File: config.mk
export PLATFORM = sky130hd
export DESIGN_NAME = des_iter_ctrl
export DESIGN_NICKNAME = d
export VERILOG_FILES = /design/src/rtl/des_iter_ctrl.sv
export SDC_FILE = /design/constraint.sdc
export NUM_CORES = 1
export LEC_CHECK = 0
export ABC_AREA = 1
export CAP_MARGIN = 20
export CORE_ASPECT_RATIO = 1.5
export CORE_UTILIZATION = 35
export DETAILED_ROUTE_END_ITERATION = 6
export PLACE_DENSITY = 0.67
export SETUP_SLACK_MARGIN = 0.1
export SKIP_LAST_GASP = 1
export SLEW_MARGIN = 15
export SYNTH_ARGS = -nofsm -noshare
export SYNTH_HDL_FRONTEND = slang
export SYNTH_SLANG_ARGS = --single-unit
File: constraint.sdc
create_clock -name clk -period 3.4 [get_ports clk]
set_input_delay 0.68 -clock clk [delete_from_list [all_inputs] [get_ports clk]]
set_output_delay 0.68 -clock clk [all_outputs]
set_load 0.1 [all_outputs]
File: src/rtl/des_iter_ctrl.sv
// Iterative DES engine: one Feistel round per clock over a single shared
// s_box instance, with IP/FP permutations and an encrypt/decrypt key schedule.

// s_box: the eight DES substitution boxes, purely combinational.
module s_box (
    input  logic [47:0] pattern,
    output logic [31:0] value
);
    // Each entry is one box, 64 nibbles, index 0 leftmost (index = row*16 + col).
    localparam logic [255:0] SBOX [8] = '{
        256'hE4D12FB83A6C5907_0F74E2D1A6CB9538_41E8D62BFC973A50_FC8249175B3EA06D,
        256'hF18E6B34972DC05A_3D47F28EC01A69B5_0E7BA4D158C6932F_D8A13F42B67C05E9,
        256'hA09E63F51DC7B428_D709346A285ECBF1_D6498F30B12C5AE7_1AD069874FE3B52C,
        256'h7DE3069A1285BC4F_D8B56F03472C1AE9_A690CB7DF13E5284_3F06A1D8945BC72E,
        256'h2C417AB6853FD0E9_EB2C47D150FA3986_421BAD78F9C5630E_B8C71E2D6F09A453,
        256'hC1AF92680D34E75B_AF427C9561DE0B38_9EF528C3704A1DB6_432C95FABE17608D,
        256'h4B2EF08D3C975A61_D0B7491AE35C2F86_14BDC37EAF680592_6BD814A7950FE23C,
        256'hD2846FB1A93E50C7_1FD8A374C56B0E92_7B419CE206ADF358_21E74A8DFC90356B
    };

    // Split into 6-bit groups; row = outer two bits, column = inner four bits.
    always_comb begin
        // NOTE: every always_comb output gets a default first so no path can infer a latch.
        value = '0;
        for (int i = 0; i < 8; i++) begin
            value[31-4*i -: 4] = 4'(SBOX[i] >> (4 * (63 - {pattern[47-6*i], pattern[42-6*i],
                                                         pattern[46-6*i -: 4]})));
        end
    end
endmodule

module des_iter_ctrl #(
    parameter int ROUNDS = 16
) (
    input  logic        clk,
    input  logic        rst,
    input  logic        in_valid,
    output logic        in_ready,
    input  logic        in_decrypt,
    input  logic [63:0] in_data,
    input  logic [63:0] in_key,
    output logic        out_valid,
    input  logic        out_ready,
    output logic [63:0] out_data,
    output logic        busy,
    output logic [3:0]  round_idx
);
    typedef enum logic [1:0] {IDLE, ROUND, DONE} state_t;

    // Permutation tables in DES 1-based bit numbers (bit 1 = MSB).
    localparam int IP_T [64] = '{58,50,42,34,26,18,10,2, 60,52,44,36,28,20,12,4,
                                 62,54,46,38,30,22,14,6, 64,56,48,40,32,24,16,8,
                                 57,49,41,33,25,17,9,1,  59,51,43,35,27,19,11,3,
                                 61,53,45,37,29,21,13,5, 63,55,47,39,31,23,15,7};
    localparam int FP_T [64] = '{40,8,48,16,56,24,64,32, 39,7,47,15,55,23,63,31,
                                 38,6,46,14,54,22,62,30, 37,5,45,13,53,21,61,29,
                                 36,4,44,12,52,20,60,28, 35,3,43,11,51,19,59,27,
                                 34,2,42,10,50,18,58,26, 33,1,41,9,49,17,57,25};
    localparam int PC1_T [56] = '{57,49,41,33,25,17,9, 1,58,50,42,34,26,18,
                                  10,2,59,51,43,35,27, 19,11,3,60,52,44,36,
                                  63,55,47,39,31,23,15, 7,62,54,46,38,30,22,
                                  14,6,61,53,45,37,29, 21,13,5,28,20,12,4};
    localparam int PC2_T [48] = '{14,17,11,24,1,5, 3,28,15,6,21,10, 23,19,12,4,26,8,
                                  16,7,27,20,13,2, 41,52,31,37,47,55, 30,40,51,45,33,48,
                                  44,49,39,56,34,53, 46,42,50,36,29,32};
    localparam int E_T [48] = '{32,1,2,3,4,5, 4,5,6,7,8,9, 8,9,10,11,12,13, 12,13,14,15,16,17,
                                16,17,18,19,20,21, 20,21,22,23,24,25, 24,25,26,27,28,29,
                                28,29,30,31,32,1};
    localparam int P_T [32] = '{16,7,20,21,29,12,28,17, 1,15,23,26,5,18,31,10,
                                2,8,24,14,32,27,3,9, 19,13,30,6,22,11,4,25};

    function automatic logic [63:0] ip(input logic [63:0] x);
        logic [63:0] y;
        for (int j = 0; j < 64; j++) y[63-j] = x[6'(64 - IP_T[j])];
        return y;
    endfunction

    function automatic logic [63:0] fp(input logic [63:0] x);
        logic [63:0] y;
        for (int j = 0; j < 64; j++) y[63-j] = x[6'(64 - FP_T[j])];
        return y;
    endfunction

    function automatic logic [55:0] pc1(input logic [63:0] x);
        logic [55:0] y;
        for (int j = 0; j < 56; j++) y[55-j] = x[6'(64 - PC1_T[j])];
        return y;
    endfunction

    function automatic logic [47:0] pc2(input logic [55:0] x);
        logic [47:0] y;
        for (int j = 0; j < 48; j++) y[47-j] = x[6'(56 - PC2_T[j])];
        return y;
    endfunction

    function automatic logic [47:0] e_exp(input logic [31:0] x);
        logic [47:0] y;
        for (int j = 0; j < 48; j++) y[47-j] = x[5'(32 - E_T[j])];
        return y;
    endfunction

    function automatic logic [31:0] p_perm(input logic [31:0] x);
        logic [31:0] y;
        for (int j = 0; j < 32; j++) y[31-j] = x[5'(32 - P_T[j])];
        return y;
    endfunction

    function automatic logic [27:0] rol28(input logic [27:0] x, input logic [1:0] s);
        case (s)
            2'd1:    return {x[26:0], x[27]};
            2'd2:    return {x[25:0], x[27:26]};
            default: return x;
        endcase
    endfunction

    function automatic logic [27:0] ror28(input logic [27:0] x, input logic [1:0] s);
        case (s)
            2'd1:    return {x[0], x[27:1]};
            2'd2:    return {x[1:0], x[27:2]};
            default: return x;
        endcase
    endfunction

    // Encrypt schedule 1,1,2,2,2,2,2,2,1,2,2,2,2,2,2,1 (left shifts).
    function automatic logic [1:0] enc_shift(input logic [3:0] n);
        return (n == 4'd0 || n == 4'd1 || n == 4'd8 || n == 4'd15) ? 2'd1 : 2'd2;
    endfunction

    // Decrypt schedule 0,1,2,2,2,2,2,2,1,2,2,2,2,2,2,1 (right shifts, undoing encrypt).
    function automatic logic [1:0] dec_shift(input logic [3:0] n);
        if (n == 4'd0) return 2'd0;
        return (n == 4'd1 || n == 4'd8 || n == 4'd15) ? 2'd1 : 2'd2;
    endfunction

    state_t      state, state_nxt;
    logic [31:0] l, r, r_new, sbox_out;
    logic [27:0] c, d, c_use, d_use;
    logic [47:0] subkey, sbox_in;
    logic [3:0]  cnt;
    logic        mode, last;

    assign last = (cnt == 4'(ROUNDS - 1));

    // Key halves for this round: rotated left (encrypt) or right (decrypt).
    always_comb begin
        c_use = c;
        d_use = d;
        if (mode) begin
            c_use = ror28(c, dec_shift(cnt));
            d_use = ror28(d, dec_shift(cnt));
        end else begin
            c_use = rol28(c, enc_shift(cnt));
            d_use = rol28(d, enc_shift(cnt));
        end
    end

    assign subkey  = pc2({c_use, d_use});
    assign sbox_in = e_exp(r) ^ subkey;
    assign r_new   = l ^ p_perm(sbox_out);

    s_box u_s_box (
        .pattern (sbox_in),
        .value   (sbox_out)
    );

    // State register.
    always_ff @(posedge clk or posedge rst) begin
        // NOTE: clocked state uses non-blocking assignments so every register samples pre-edge values.
        if (rst) state <= IDLE;
        else     state <= state_nxt;
    end

    // Next-state and handshake/status outputs decoded from the current state.
    always_comb begin
        state_nxt = state;
        in_ready  = 1'b0;
        out_valid = 1'b0;
        busy      = 1'b0;
        round_idx = 4'd0;
        case (state)
            IDLE: begin
                in_ready = 1'b1;
                if (in_valid) state_nxt = ROUND;
            end
            ROUND: begin
                busy      = 1'b1;
                round_idx = cnt;
                if (last) state_nxt = DONE;
            end
            DONE: begin
                out_valid = 1'b1;
                if (out_ready) state_nxt = IDLE;
            end
            default: state_nxt = IDLE;
        endcase
    end

    // Datapath: load on acceptance, one Feistel round per ROUND cycle, result on the last.
    always_ff @(posedge clk or posedge rst) begin
        if (rst) begin
            l        <= '0;
            r        <= '0;
            c        <= '0;
            d        <= '0;
            mode     <= 1'b0;
            cnt      <= '0;
            out_data <= '0;
        end else begin
            case (state)
                IDLE: begin
                    if (in_valid) begin
                        {l, r} <= ip(in_data);
                        {c, d} <= pc1(in_key);
                        mode   <= in_decrypt;
                        cnt    <= '0;
                    end
                end
                ROUND: begin
                    l   <= r;
                    r   <= r_new;
                    c   <= c_use;
                    d   <= d_use;
                    cnt <= last ? 4'd0 : cnt + 4'd1;
                    // Final swap: output is FP(R16 || L16).
                    if (last) out_data <= fp({r_new, r});
                end
                default: ;
            endcase
        end
    end
endmodule

==> metrics.md <==
| Metric | Value |
|---|---|
| Cell repeated most along the worst path | `nand2_1` |
| Hold_sp | `r[27]$_DFFE_PP0P_` |
| Area Growth Syn to Fin | `17.6%` |
| Initial Util | `36.0%` |
| DIE AREA | `23,000 um2` |
| Routed wire length | `25.5 mm` |
| Post-route ant nets | `0` |
| Core Region | `21,800 um2` |
| DRC viols | `0` |
| Layout cells sized above 1 | `15.2%` |
| Fill count | `2,307` |
| Max H-tree Level | `3` |
| Warnings, synthesis | `0` |
| Largest net degree at the start of global routing | `102` |
| Endpoints failing hold | `0` |
| Crit. Startpoint | `cnt[0]$_DFFE_PP0P_` |
| Outcome | `finished, final reports clean` |
| First-pass GRT wire length | `40.5 mm` |
| Synth cell types | `45` |
| Row count | `66` |
| Aggregate global routing overflow | `0` |
| Final instance area | `9230 um2` |
| Post-synth EDFFs | `0` |
| Setup violation total in the final timing report | `0` |
| Sequential area share after synthesis | `32.2%` |
| Synth Instances | `1,141` |
| Final max-slew violation count | `0` |
| Worst path required time | `3.65 ns` |
| Hold slack | `0.486 ns` |
| Final core utilization | `42.3%` |
| Final net count | `1,398` |
| Post-synth top area cell | `dfrtp_1` |
| Async SR Flop Fraction | `100%` |
| Post-synth top flop | `dfrtp_1` |
| Post-route setup TNS | `0 ns` |
| DIE HEIGHT | `185 um` |
| Wire per inst | `16.8 um` |
| Most area-consuming cells after synthesis | `dfrtp_1 32%, nand2_1 17%, nand3_1 11%` |
| Crit path largest cell delay | `0.38 ns` |
| Worst Tran Pin Value | `0.702 ns` |
| CP max FO | `13` |
| Worst min path class | `reg -> reg` |
| Diodes inserted | `0` |
| First DRT Iteration DRCs | `573` |
| Fin crit period | `3.10 ns` |
| Io pins | `204` |
| Critical R2R Launch | `cnt[0]$_DFFE_PP0P_` |
| CTS max path bufs | `2` |
| Die width | `124 um` |
| Clock transition at path regs | `0.07 ns` |
| Commonest cells in the netlist | `362 x nand2_1, 179 x nand3_1, 101 x dfrtp_1, 97 x inv_1, 80 x o21ai_0` |
| Top cell type's share of synthesized area | `32.2%` |
| CP max-delay cell | `dfrtp_1` |
| Vias after detailed routing | `8,059` |
| WS Path Type | `reg -> reg` |
| Vias in the first global route | `7,759` |
| Slew HR | `53.2%` |
| Crit path DAT | `3.35 ns` |
| Syn_area_per_cell | `6.88 um2` |
| Clock Latency Late Sink | `0.37 ns` |
| CTS tree | `yes` |
| Vias/cell | `5.33` |
| Worst Setup End Kind | `flip-flop` |
| Post-Syn Area | `7850 um2` |
| Port Buffers | `71` |
| Clock sink count | `101` |
| Critical path, cell by cell | `buf_4, ha_1, o21ai_4, nand3_4, buf_4, buf_4, nand2_1, nand3_2, nand2_1, nand2_1, nand2_2, nand2_1, nand2_1, nand2_1, nand3_1, nand3_1, nand3_1, nand3_1, nand2_1, nand2_1` |
| #FFs+latches synth | `101` |
| Post-DP HPWL | `18.7 mm` |
| GRT Total Usage | `22.4%` |
| Final period util | `91.0%` |
| Fmax | `323 MHz` |
| CTS Buf Count | `9` |
| Max-cap viol count | `0` |
| GP Congestion | `0.982` |
| Most frequent cell after synthesis | `nand2_1` |
| CTS Root Cell | `clkbuf_16` |
| DR pass1 iterations | `5` |
| Layout Skew | `0.0134 ns` |
| CP Launch Type | `flip-flop` |
| Dpl cell area | `8840 um2` |
| RSZ-0062 raised after global routing | `yes` |
| Antenna violations before repair | `0` |
[final cells by class]
class	instances	area (um2)	share of cell area, %
repair buffers	130	1090	11.8
inverters	112	437	4.73
well taps	272	340	3.69
flip-flops and latches	101	2530	27.4
clock buffers	10	239	2.59
clock inverters	6	45.0	0.488
multi-input cells	882	4550	49.3
[sequential cells by signal, indices dropped and copies added (netlist names)]
| register | flops |
|---|---|
| d | 28 |
| cnt | 4 |
| out_data | 25 |
| mode | 1 |
| l | 16 |
| state | 2 |
| r | 25 |
[logic make-up (layout without fill, tap and decap cells)]
group | Yosys count | count (layout) | share of synthesized area (%)
other cells | 1 | 39 | 0.0478
xor+xnor | 6 | 6 | 0.957
compound gates | 164 | 164 | 12.6
buf+inv | 197 | 258 | 12.5
fa+ha+maj | 29 | 29 | 4.62
simple gates | 643 | 644 | 37.1
flops | 101 | 101 | 32.2
[layer usage]
layer | vias to the layer above | GRT usage, % | part of all wire (%)
met1 | 3830 | 26.0 | 41
met2 | 263 | 39.3 | 49
met3 | 78 | 1.94 | 3.7
met5 | - | 0 | 0
li1 | 3888 | - | -
met4 | 0 | 15.1 | 6.2
[placed cells by master, fill, tap and decap left out, drive strengths merged, types with 17 or more instances in the layout]
cell type / instances
nor2: 32
o21ai: 94
a21oi: 17
inv: 112
conb: 39
nand4: 22
ha: 29
clkdlybuf4s50: 39
dfrtp: 101
o211ai: 21
nand3: 189
buf: 91
nand2: 397
[timing repair]
item | 4_1_cts | 5_1_grt
setup buffers | 0 | 5
resized for setup | 0 | 11
hold buffers | 0 | 0
setup endpoints to repair | 0 | 13
[worst paths after layout]
path,end,slack [ns],cells past startpoint
setup / recovery,r[13]$_DFFE_PP0P_,0.30,20
hold / removal,r[27]$_DFFE_PP0P_,0.49,2
setup reg to reg,r[13]$_DFFE_PP0P_,0.30,20
hold reg to reg,r[27]$_DFFE_PP0P_,0.49,2
max in group asynchronous,r[25]$_DFFE_PP0P_,2.11,3
min in group asynchronous,out_data[33]$_DFFE_PP0P_,0.80,3
[worst max-delay path: cells and delay by family (launching register included)]
kind / cells / cell delay [ns]
flops: 1 / 0.38
buf+inv: 3 / 0.47
simple gates: 15 / 1.71
compound gates: 1 / 0.20
fa+ha+maj: 1 / 0.23
[stage by stage]
stage,cells,worst slack [ns]
final,1513,0.304
after global routing,1513,0.0731
after CTS,1507,0.205
after floorplan,1179,0.595
after global placement,1491,0.258
after detailed placement,1491,0.211
Power is left out: the tool's default activity adds up to more than one toggle a clock period on the data nets, which glitch-free logic cannot reach.
